## config.mk

```make
export PLATFORM = sky130hd
export DESIGN_NAME = uart_receiver
export DESIGN_NICKNAME = d
export VERILOG_FILES = /design/src/rtl/uart_receiver.sv
export SDC_FILE = /design/constraint.sdc
export NUM_CORES = 1
export LEC_CHECK = 0
export ABC_AREA = 1
export ABC_CLOCK_PERIOD_IN_PS = 1450
export CORE_UTILIZATION = 52
export DETAILED_ROUTE_END_ITERATION = 16
export MAX_ROUTING_LAYER = met4
export PLACE_DENSITY_LB_ADDON = 0.12
export SLEW_MARGIN = 0
export SYNTH_ARGS = -nofsm -noshare
export SYNTH_HDL_FRONTEND = slang
export SYNTH_SLANG_ARGS = --single-unit
```

## constraint.sdc

```tcl
create_clock -name clk -period 1.45 [get_ports clk]
set_input_delay 0.29 -clock clk [delete_from_list [all_inputs] [get_ports clk]]
set_output_delay 0.29 -clock clk [all_outputs]
set_load 0.02 [all_outputs]
```

## src/rtl/uart_receiver.sv

```systemverilog
`timescale 1ns / 1ps
// uart_receiver: UART 8N1 receive path.
//   Synchronises the asynchronous rx line, detects the start-bit falling edge
//   and samples every bit, including the stop bit, at mid-bit.
// Ports:
//   clk          system clock, all state changes on posedge
//   reset        asynchronous, active-low reset (0 = reset)
//   rx           serial input, idle high, asynchronous to clk
//   data   [7:0] last correctly framed byte, LSB received first
//   valid        1-cycle pulse when data is updated
//   frame_error  1-cycle pulse when the stop bit is sampled low
//   busy         high whenever the receiver is not idle
module uart_receiver #(
  parameter int unsigned NATIVE_CLK_FREQUENCY = 50_000_000,
  parameter int unsigned TARGET_CLK_FREQUENCY = 115_200
) (
  input  logic       clk,
  input  logic       reset,
  input  logic       rx,
  output logic [7:0] data,
  output logic       valid,
  output logic       frame_error,
  output logic       busy
);

  localparam int unsigned CLKS_PER_BIT = NATIVE_CLK_FREQUENCY / TARGET_CLK_FREQUENCY;
  localparam int unsigned HALF_BIT     = CLKS_PER_BIT / 2;
  // Width floor keeps the counter legal while the ratio check reports a bad setup.
  localparam int unsigned CNT_W        = (CLKS_PER_BIT < 4) ? 2 : $clog2(CLKS_PER_BIT);
  localparam int unsigned IDX_W        = 3;

  localparam logic [CNT_W-1:0] CNT_HALF = CNT_W'(HALF_BIT - 1);
  localparam logic [CNT_W-1:0] CNT_FULL = CNT_W'(CLKS_PER_BIT - 1);
  localparam logic [CNT_W-1:0] CNT_ONE  = CNT_W'(1);

  localparam logic [2:0] IDLE      = 3'd0;
  localparam logic [2:0] START     = 3'd1;
  localparam logic [2:0] DATA      = 3'd2;
  localparam logic [2:0] STOP      = 3'd3;
  localparam logic [2:0] WAIT_IDLE = 3'd4;

  if (CLKS_PER_BIT < 4) begin : g_bad_ratio
    $error("uart_receiver: CLKS_PER_BIT must be >= 4");
  end

  logic             rx_m, rx_s, rx_q;
  logic [2:0]       state_q, state_d;
  logic [CNT_W-1:0] cnt_q, cnt_d;
  logic [IDX_W-1:0] idx_q, idx_d;
  logic [7:0]       shreg_q, shreg_d;
  logic [7:0]       data_d;
  logic             valid_d, frame_error_d;

  // Two-flop synchroniser plus one history flop for falling-edge detection.
  always_ff @(posedge clk or negedge reset) begin
    if (!reset) begin
      rx_m <= 1'b1;
      rx_s <= 1'b1;
      rx_q <= 1'b1;
    end else begin
      rx_m <= rx;
      rx_s <= rx_m;
      rx_q <= rx_s;
    end
  end

  // State and registered outputs.
  always_ff @(posedge clk or negedge reset) begin
    if (!reset) begin
      state_q     <= IDLE;
      cnt_q       <= '0;
      idx_q       <= '0;
      shreg_q     <= '0;
      data        <= '0;
      valid       <= 1'b0;
      frame_error <= 1'b0;
      busy        <= 1'b0;
    end else begin
      state_q     <= state_d;
      cnt_q       <= cnt_d;
      idx_q       <= idx_d;
      shreg_q     <= shreg_d;
      data        <= data_d;
      valid       <= valid_d;
      frame_error <= frame_error_d;
      busy        <= (state_d != IDLE);
    end
  end

  // Next-state, counter and strobe logic; every reload happens at cnt==0.
  always_comb begin
    state_d       = state_q;
    cnt_d         = cnt_q;
    idx_d         = idx_q;
    shreg_d       = shreg_q;
    data_d        = data;
    valid_d       = 1'b0;
    frame_error_d = 1'b0;

    if (cnt_q != '0) begin
      cnt_d = cnt_q - CNT_ONE;
    end

    case (state_q)
      IDLE: begin
        if (rx_q && !rx_s) begin
          state_d = START;
          cnt_d   = CNT_HALF;
        end
      end
      START: begin
        if (cnt_q == '0) begin
          if (!rx_s) begin
            state_d = DATA;
            cnt_d   = CNT_FULL;
            idx_d   = '0;
          end else begin
            // Start bit gone by mid-bit: treat as a glitch.
            state_d = IDLE;
          end
        end
      end
      DATA: begin
        if (cnt_q == '0) begin
          shreg_d[idx_q] = rx_s;
          cnt_d          = CNT_FULL;
          if (idx_q == IDX_W'(7)) begin
            state_d = STOP;
          end else begin
            idx_d = idx_q + IDX_W'(1);
          end
        end
      end
      STOP: begin
        // Leaving at mid stop bit lets a back-to-back start edge be caught.
        if (cnt_q == '0) begin
          if (rx_s) begin
            data_d  = shreg_q;
            valid_d = 1'b1;
            state_d = IDLE;
          end else begin
            frame_error_d = 1'b1;
            state_d       = WAIT_IDLE;
          end
        end
      end
      WAIT_IDLE: begin
        // A held-low (break) line must rise before a new frame can start.
        if (rx_s) begin
          state_d = IDLE;
        end
      end
      default: begin
        state_d = IDLE;
      end
    endcase
  end

endmodule

```

After elaboration in Yosys (flattened, before gate mapping)
Cells that the tools add are included.
{"block": "word_totals", "input_bits": 3, "output_inout_bits": 11, "ff_bits": 37, "word_cells": 64}
{"block": "op_classes", "reduce_logical": 11, "addsub": 2, "mux": 29, "magnitude_cmp": 2, "n_eq_ne": 9}
{"cell": "2-to-1 mux 9 bit", "n": 5}
{"cell": "2-to-1 mux 3 bit", "n": 11}
{"cell": "case mux 9 bit (3 select lines)", "n": 1}
{"cell": "case mux 3 bit (5 select lines)", "n": 1}
{"cell": "logical NOT 9 bit", "n": 1}
{"cell": "nonzero test 9 bit", "n": 1}
{"cell": "subtractor 9 x 1 -> 9 bit (second input constant)", "n": 1}
{"cell": "bitwise mux 8 bit", "n": 1}
{"cell": "inequality test 2 bit (second input constant)", "n": 4}
{"cell": "2-to-1 mux 1 bit", "n": 7}
{"cell": "equality test 3 x 2 -> 1 bit (second input constant)", "n": 2}
{"cell": "equality test 3 bit (second input constant)", "n": 2}
{"cell": "case mux 3 bit (2 select lines)", "n": 1}
{"cell": "AND reduction 5 bit", "n": 1}
{"cell": "< comparator 3 x 4 -> 1 bit (second input constant)", "n": 1}
{"cell": "adder 3 x 1 -> 3 bit (second input constant)", "n": 1}
{"cell": "demux 1 bit (select 3 bit)", "n": 1}
{"cell": "equality test 3 x 1 -> 1 bit (second input constant)", "n": 1}
{"cell": "greater-or-equal comparator 3 x 1 -> 1 bit (second input constant)", "n": 1}
{"cell": "logical NOT 3 bit", "n": 1}
{"cell": "AND reduction 3 bit", "n": 1}
{"cell": "nonzero test 3 bit", "n": 1}
{"cell": "logical AND 1 bit", "n": 2}
{"cell": "2-to-1 mux 2 bit", "n": 1}
{"cell": "other kinds (3)", "n": 3}

Longest topological paths before layout
Gate-level depths: netlist (run 1).
{"block": "depth", "depth_word": 5, "depth_mapped": 11, "depth_no_buf": 11}

Worst setup path before layout (run 1)
No wires, ideal clock.
{"block": "synth_timing", "path_type": "reg-to-reg", "start": "reg cnt_q[0]", "end": "reg busy", "slack_ns": 0.007, "path_buffers": 1, "period_less_slack_ns": 1.443, "t_arrival_ns": 1.316, "path_stages_with_launch": 11, "t_required_ns": 1.323, "setup_time_ns": 0.127, "path_cell_list": "dfrtp_1 > inv_1 > ha_1 > nand2_1 > nor2_2 > nand2_1 > buf_4 > nand2_1 > nand2_1 > nor2_1 > nand3_1"}
{"block": "synth_between", "elab_chain_len": 4, "word_cells_on_any_way": 6, "classes_between": "4 x mux; 2 x reduce/logical"}
{"element": "from (decl)", "line_no": "48", "text": "logic [CNT_W-1:0] cnt_q, cnt_d;"}
{"element": "from (signal assigned)", "line_no": "80", "text": "cnt_q <= cnt_d;"}
{"element": "logical NOT 9 bit *", "line_no": "112, 124, 136"}
{"element": "2-to-1 mux 3 bit, on equally long branches", "line_no": "136, 112, 124"}
{"element": "case mux 3 bit (5 select lines) *", "line_no": "104", "text": "case (state_q)"}
{"element": "nonzero test 3 bit *", "line_no": "86", "text": "busy <= (state_d != IDLE);"}
{"element": "to (signal assigned)", "line_no": "86"}
{"element": "to (decl)", "line_no": "23", "text": "output logic busy"}
Mark *: on every way between the ends. The rest lies on a longest branch, timed or not.
A chain may end at the register's enable or synchronous reset.

Worst setup path after layout (run 1)
{"block": "layout_timing", "start": "reg cnt_q[0]", "end": "reg shreg_q[1]"}
{"block": "layout_between", "elab_chain_len": 2}
{"element": "logical NOT 9 bit", "line_no": "124", "text": "if (cnt_q == '0) begin"}
{"element": "AND reduction 2 bit (no line)"}
{"element": "to (signal assigned)", "line_no": "82", "text": "shreg_q <= shreg_d;"}
{"element": "to (decl)", "line_no": "50", "text": "logic [7:0] shreg_q, shreg_d;"}
Every way passes these cells.

==> results of run 1 <==
## worst max-delay path: cells and delay by family (launching register included)
kind                       cells  cell delay, ns
DFF                            1            0.41
and+or+nand+nor                8            0.75
adders and majority gates      1            0.14
buffers and inverters          2            0.12
## through the flow
step	instances	area, um^2
6_report	311	2372
5_1_grt	311	2372
4_1_cts	310	2315
3_5_place_dp	298	2145
3_3_place_gp	298	2145
2_1_floorplan	227	1854
## cells in the mapped netlist, drive strengths merged
master | count | area share, %
a21oi | 5 | 1.3
buf | 4 | 2.0
dfrtp | 34 | 46
dfstp | 3 | 4.3
ha | 4 | 2.7
inv | 32 | 6.5
nand2 | 64 | 14
nand3 | 17 | 4.6
nand4 | 1 | 0.34
nor2 | 37 | 9.5
nor3 | 1 | 0.54
o211ai | 2 | 1.1
o21ai | 17 | 4.8
xor2 | 6 | 2.8
## state kept, by name, indices dropped and copies added, names as in the netlist
register,cells
cnt_q,9
data,8
shreg_q,8
idx_q,3
state_q,3
busy,1
frame_error,1
rx_m,1
rx_q,1
rx_s,1
valid,1
## logic make-up (layout without fill, tap and decap cells)
family,Yosys count,count (layout)
simple gates,120,120
flops,37,37
buf+inv,36,74
compound gates,24,24
xor+xnor,6,6
fa+ha+maj,4,4
## worst paths after layout
path | endpoint | slack, ns | cells past startpoint
min reg2reg | rx_s | 0.36 | 0
min | rx_m | 0.34 | 1
min in group asynchronous | cnt_q[7] | 0.37 | 2
max reg2reg | shreg_q[1] | -0.05 | 11
max | shreg_q[1] | -0.05 | 11
max in group asynchronous | data[2] | 0.64 | 3
## layer usage
layer  global-route usage [%]  wire [um]  vias to the layer above  share of wire, %
met5                        -          0                        -                 0
met4                    12.38         59                        0               1.6
met3                    5.176        151                        7               4.0
met2                    33.18       1832                       35                49
met1                    30.47       1700                      714                45
li1                         -          -                      776                 -
## final cells by class
class,instances,area (um^2)
well taps,46,57.56
clock buffers,5,37.54
inverters,32,132.6
multi-input cells,154,845.8
clock inverters,3,46.29
flip-flops and latches,37,932.1
fillers,298,991.0
repair buffers,34,320.3
## where the power goes
part,switching (uW),internal [uW],total (uW)
logic,571,405,976
registers,128,1170,1300
clock network,373,365,738
## what timing repair did
action                     4_1_cts  5_1_grt
setup buffers                    2        1
pin swaps                        4        3
setup endpoints to repair       38       30
hold buffers                     1        0
gates cloned                     1        0
hold endpoints to repair        12        0
gates resized for setup         28       16
==> flow_summary.json, run 1 <==
{
  "numCtsBuffers": 5,
  "crit_fanout": 6,
  "fmaxAchievable_ghz": 0.6675,
  "critPathLaunchType": "flop",
  "p_per_area_nw_per_um2": 1270,
  "min_path_type": "primary input to flop",
  "hp-start": "rx",
  "post-route-period-util_pct": 103.3,
  "ys_types": 23,
  "slew_headroom_pct": 73.78,
  "path_class": "flop to flop",
  "io_pins": 14,
  "cts_sinks": 37,
  "worst_pin_slew_ns": 0.3933,
  "drive_above_1_share_pct": 28.30,
  "cts_tree": "built",
  "cap_viol_max_count": 0,
  "dp_hpwl_um": 2608,
  "firstDrtPassIters": 4,
  "setup_slack_ns": -0.04822,
  "endpoint_kind": "flop",
  "synth_area_um2": 1854,
  "synth_fa_ha_area_share_pct": 2.699,
  "yosys_warnings": 0,
  "drc_errors": 0,
  "core_area_um2": 3363,
  "gr-total-overflow": 0,
  "vias": 1532,
  "drtIter0Drc": 70,
  "power.total_uw": 3014,
  "fin_setup_tns_ns": -0.5423,
  "synth.area.mux_share_pct": 0,
  "cp-startpoint": "cnt_q[0]",
  "synthSimpleGateAreaFrac_pct": 28.61,
  "crit_required_ns": 1.70,
  "die_y_um": 61.72,
  "synth_compound_area_share_pct": 7.220,
  "final_util_pct": 70.54,
  "post-place-ws_ns": -0.1126,
  "die_x_um": 61.72,
  "final_max_slew_viol_count": 0,
  "mostFrequentLayoutCells": "52 x nand2_1, 32 x dfrtp_1, 23 x inv_1, 23 x nor2_1, 17 x nand3_1",
  "rows": 21,
  "cp_slowest_stage_delay_ns": 0.41,
  "grt_pass1_vias": 1335,
  "rr_startpoint": "cnt_q[0]",
  "synth_seq_cells": 37,
  "outcome": "finished, violations left",
  "cp_slowest_cell": "dfrtp_1",
  "clock_path_buffers": 2,
  "max-vdd-ir-drop_mv": 0.8091,
  "antenna_found_initial": 0,
  "io_buffers": 13,
  "syn_to_final_growth_pct": 27.94,
  "root_buffer": "clkbuf_4",
  "avgSynthCellArea_um2": 8.169,
  "synth_fp_nets": 234,
  "nNetsFinal": 271,
  "routed_wl_um": 3744,
  "yosysSeqAreaShare_pct": 50.13,
  "finalSetupViolCount": 24,
  "violations": "negative setup slack",
  "grt_max_degree": 23,
  "worstPathCellList": "inv_2 > ha_4 > inv_2 > nor2_1 > nand2_1 > nor2_4 > nand2_2 > nor2_4 > nand2_1 > nand2_1 > nand2_1",
  "yosys.area_share.xor_xnor_pct": 2.834,
  "syn-instance-count": 227,
  "path_clk_slew_ns": 0.11,
  "fin_skew_ns": 0.01656,
  "cts_htree_levels": 2,
  "num_antenna_cells": 0,
  "dieArea_um2": 3809,
  "grt_usage_pct": 23.11,
  "wl_per_cell_um": 12.04,
  "vias_per_cell": 4.926,
  "period_minus_slack_ns": 1.498,
  "whs_ns": 0.3443,
  "finalHoldViolCount": 0,
  "synth_top_family_by_area": "simple AND/OR/NAND/NOR gates",
  "cp_common_cell": "nand2_1",
  "initial_core_util_pct": 55.13,
  "place_congestion": 0.9055,
  "grt_setup_unrepaired": "yes",
  "p_leak_uw": 0.001217,
  "grt_pass1_wl_um": 5968,
  "final_common_cell": "nand2_1",
  "clk_latency_ns": 0.36,
  "ant_nets": 0,
  "worstPathArrival_ns": 1.75
}
No activity file was read; power rests on OpenSTA's default activity.
==> inputs of run 2 (changes only) <==
- CORE_MARGIN: default -> 2
- SLEW_MARGIN: 0 -> 20
==> flow_summary.json, run 2 (synthesized netlist as in run 1, its figures left out) <==
{
  "outcome": "finished, violations left",
  "violations": "negative setup slack",
  "period_minus_slack_ns": 1.500,
  "grt_pass1_vias": 1526,
  "fin_skew_ns": 0.006970,
  "initial_core_util_pct": 54.71,
  "dieArea_um2": 4060,
  "p_sw_share_pct": 35.66,
  "rows": 21,
  "largest_reg_flops": 9,
  "post-route-period-util_pct": 103.4,
  "grt_usage_pct": 21.72,
  "crit_fanout": 5,
  "die_x_um": 63.72,
  "root_buffer": "clkbuf_4",
  "place_congestion": 0.8690,
  "clk_latency_ns": 0.34,
  "seq_power_share_pct": 42.0,
  "cp_common_cell": "nand2_1",
  "cts_sinks": 37,
  "clockPowerShare_pct": 23.5,
  "regToRegSetupSlack_ns": -0.05,
  "largest-register": "cnt_q",
  "worstPathCellList": "inv_2 > ha_4 > inv_2 > nor2_1 > nand2_1 > nor2_4 > nand2_2 > nor2_4 > nand2_1 > nand2_1 > nand2_1",
  "cp_slowest_cell": "dfrtp_1",
  "syn_to_final_growth_pct": 37.04,
  "endpoint_kind": "flop",
  "cts_htree_levels": 2,
  "fmaxAchievable_ghz": 0.6668,
  "drtIter0Drc": 54,
  "slew_headroom_pct": 70.11,
  "grt_max_degree": 24,
  "core_area_um2": 3390,
  "firstDrtPassIters": 4,
  "drive_above_1_share_pct": 35.79,
  "p_leak_uw": 0.001339,
  "numCtsBuffers": 5,
  "finalSetupViolCount": 24,
  "cap_viol_max_count": 0,
  "final_max_slew_viol_count": 0,
  "die_y_um": 63.72,
  "max-vdd-ir-drop_mv": 0.9124,
  "whs_ns": 0.3505,
  "p_per_area_nw_per_um2": 1209,
  "drc_errors": 0,
  "dp_hpwl_um": 2680,
  "grt_setup_unrepaired": "yes",
  "grt_pass1_wl_um": 6686,
  "final_common_cell": "nand2_1",
  "routed_wl_um": 3848,
  "antenna_found_initial": 0,
  "internal_power_uw": 1977,
  "ant_nets": 0,
  "power.total_uw": 3073,
  "worst_pin_slew_ns": 0.4460,
  "reg_top3": "cnt_q (9), data (8), shreg_q (8)",
  "critPathLaunchType": "flop",
  "nNetsFinal": 277,
  "worstPathArrival_ns": 1.74,
  "switching_power_uw": 1096,
  "fin_area_um2": 2541,
  "mostFrequentLayoutCells": "40 x nand2_1, 33 x dfrtp_1, 23 x nor2_1",
  "cts_tree": "built",
  "combPwrFrac_pct": 34.5,
  "num_antenna_cells": 0,
  "path_clk_slew_ns": 0.12,
  "gr-total-overflow": 0,
  "wl_per_cell_um": 12.14,
  "setup_slack_ns": -0.04968,
  "post-place-ws_ns": -0.1067,
  "dpl_cell_area_um2": 2175,
  "finalHoldViolCount": 0,
  "n_fill_cell": 249,
  "io_pins": 14,
  "cp_slowest_stage_delay_ns": 0.41,
  "path_class": "flop to flop",
  "min_path_type": "primary input to flop",
  "vias": 1567,
  "io_buffers": 13,
  "crit_required_ns": 1.69,
  "vias_per_cell": 4.943,
  "clock_path_buffers": 2
}
==> run 2: cell types whose count changed in the layout (fill, tap and decap cells not counted), moves of 3 or more <==
cell,before,now
buf_6,1,6
nand2_2,11,14
nand2_4,1,10
nand2_1,52,40
==> run 2: path summary, 6_finish.rpt <==
| check | startpoint | to | cells after the start |
|---|---|---|---|
| setup / recovery | cnt_q[0] | shreg_q[1] | 11 |
| hold / removal | rx | rx_m | 1 |
| setup reg to reg | cnt_q[0] | shreg_q[1] | 11 |
| hold reg to reg | rx_m | rx_s | 0 |
| max in group asynchronous | reset | cnt_q[3] | 3 |
| min in group asynchronous | reset | frame_error | 2 |
==> run 2: stage by stage <==
stage,std cells,util [%],setup TNS [ns]
2_1_floorplan,227,-,0
3_3_place_gp,302,64.16,-0.5462
3_5_place_dp,302,64.16,-1.355
4_1_cts,314,71.39,-1.365
5_1_grt,317,74.97,-3.211
6_report,317,74.97,-0.6848
==> run 2: layout make-up <==
cell class	count	area (um^2)	area share, %
clock inverters	3	46.29	1.822
well taps	46	57.56	2.265
repair buffers	40	384.1	15.12
flip-flops and latches	37	930.9	36.63
inverters	32	132.6	5.219
clock buffers	5	37.54	1.477
multi-input cells	154	952.2	37.47
==> run 2: power groups by stage <==
stage	Sequential (uW)	Clock (uW)	Combinational [uW]
finish	1290	721	1060
global route	1310	810	1190
CTS	1290	746	1010
detailed placement	1310	0	880
global placement	1300	0	861
floorplan	1300	0	569
==> run 2: critical path, delay by kind of cell, from the launching register on <==
| kind | cells | cell delay, ns |
|---|---|---|
| buffers and inverters | 2 | 0.11 |
| adders and majority gates | 1 | 0.15 |
| and+or+nand+nor | 8 | 0.74 |
| DFF | 1 | 0.41 |
==> run 2: timing repair <==
item                                    CTS  global route
cloned                                    1             0
endpoints found under the hold margin    11             0
pin swaps                                10            10
setup buffers                             3             3
hold buffers                              1             0
resized for setup                        48            29
endpoints found under the setup margin   42            32
==> run 2: layer usage <==
metal	GRT usage (%)	part of all wire (%)
met2	34.87	49
met3	4.286	3.4
met4	4.891	1.1
met5	-	0
met1	28.72	47
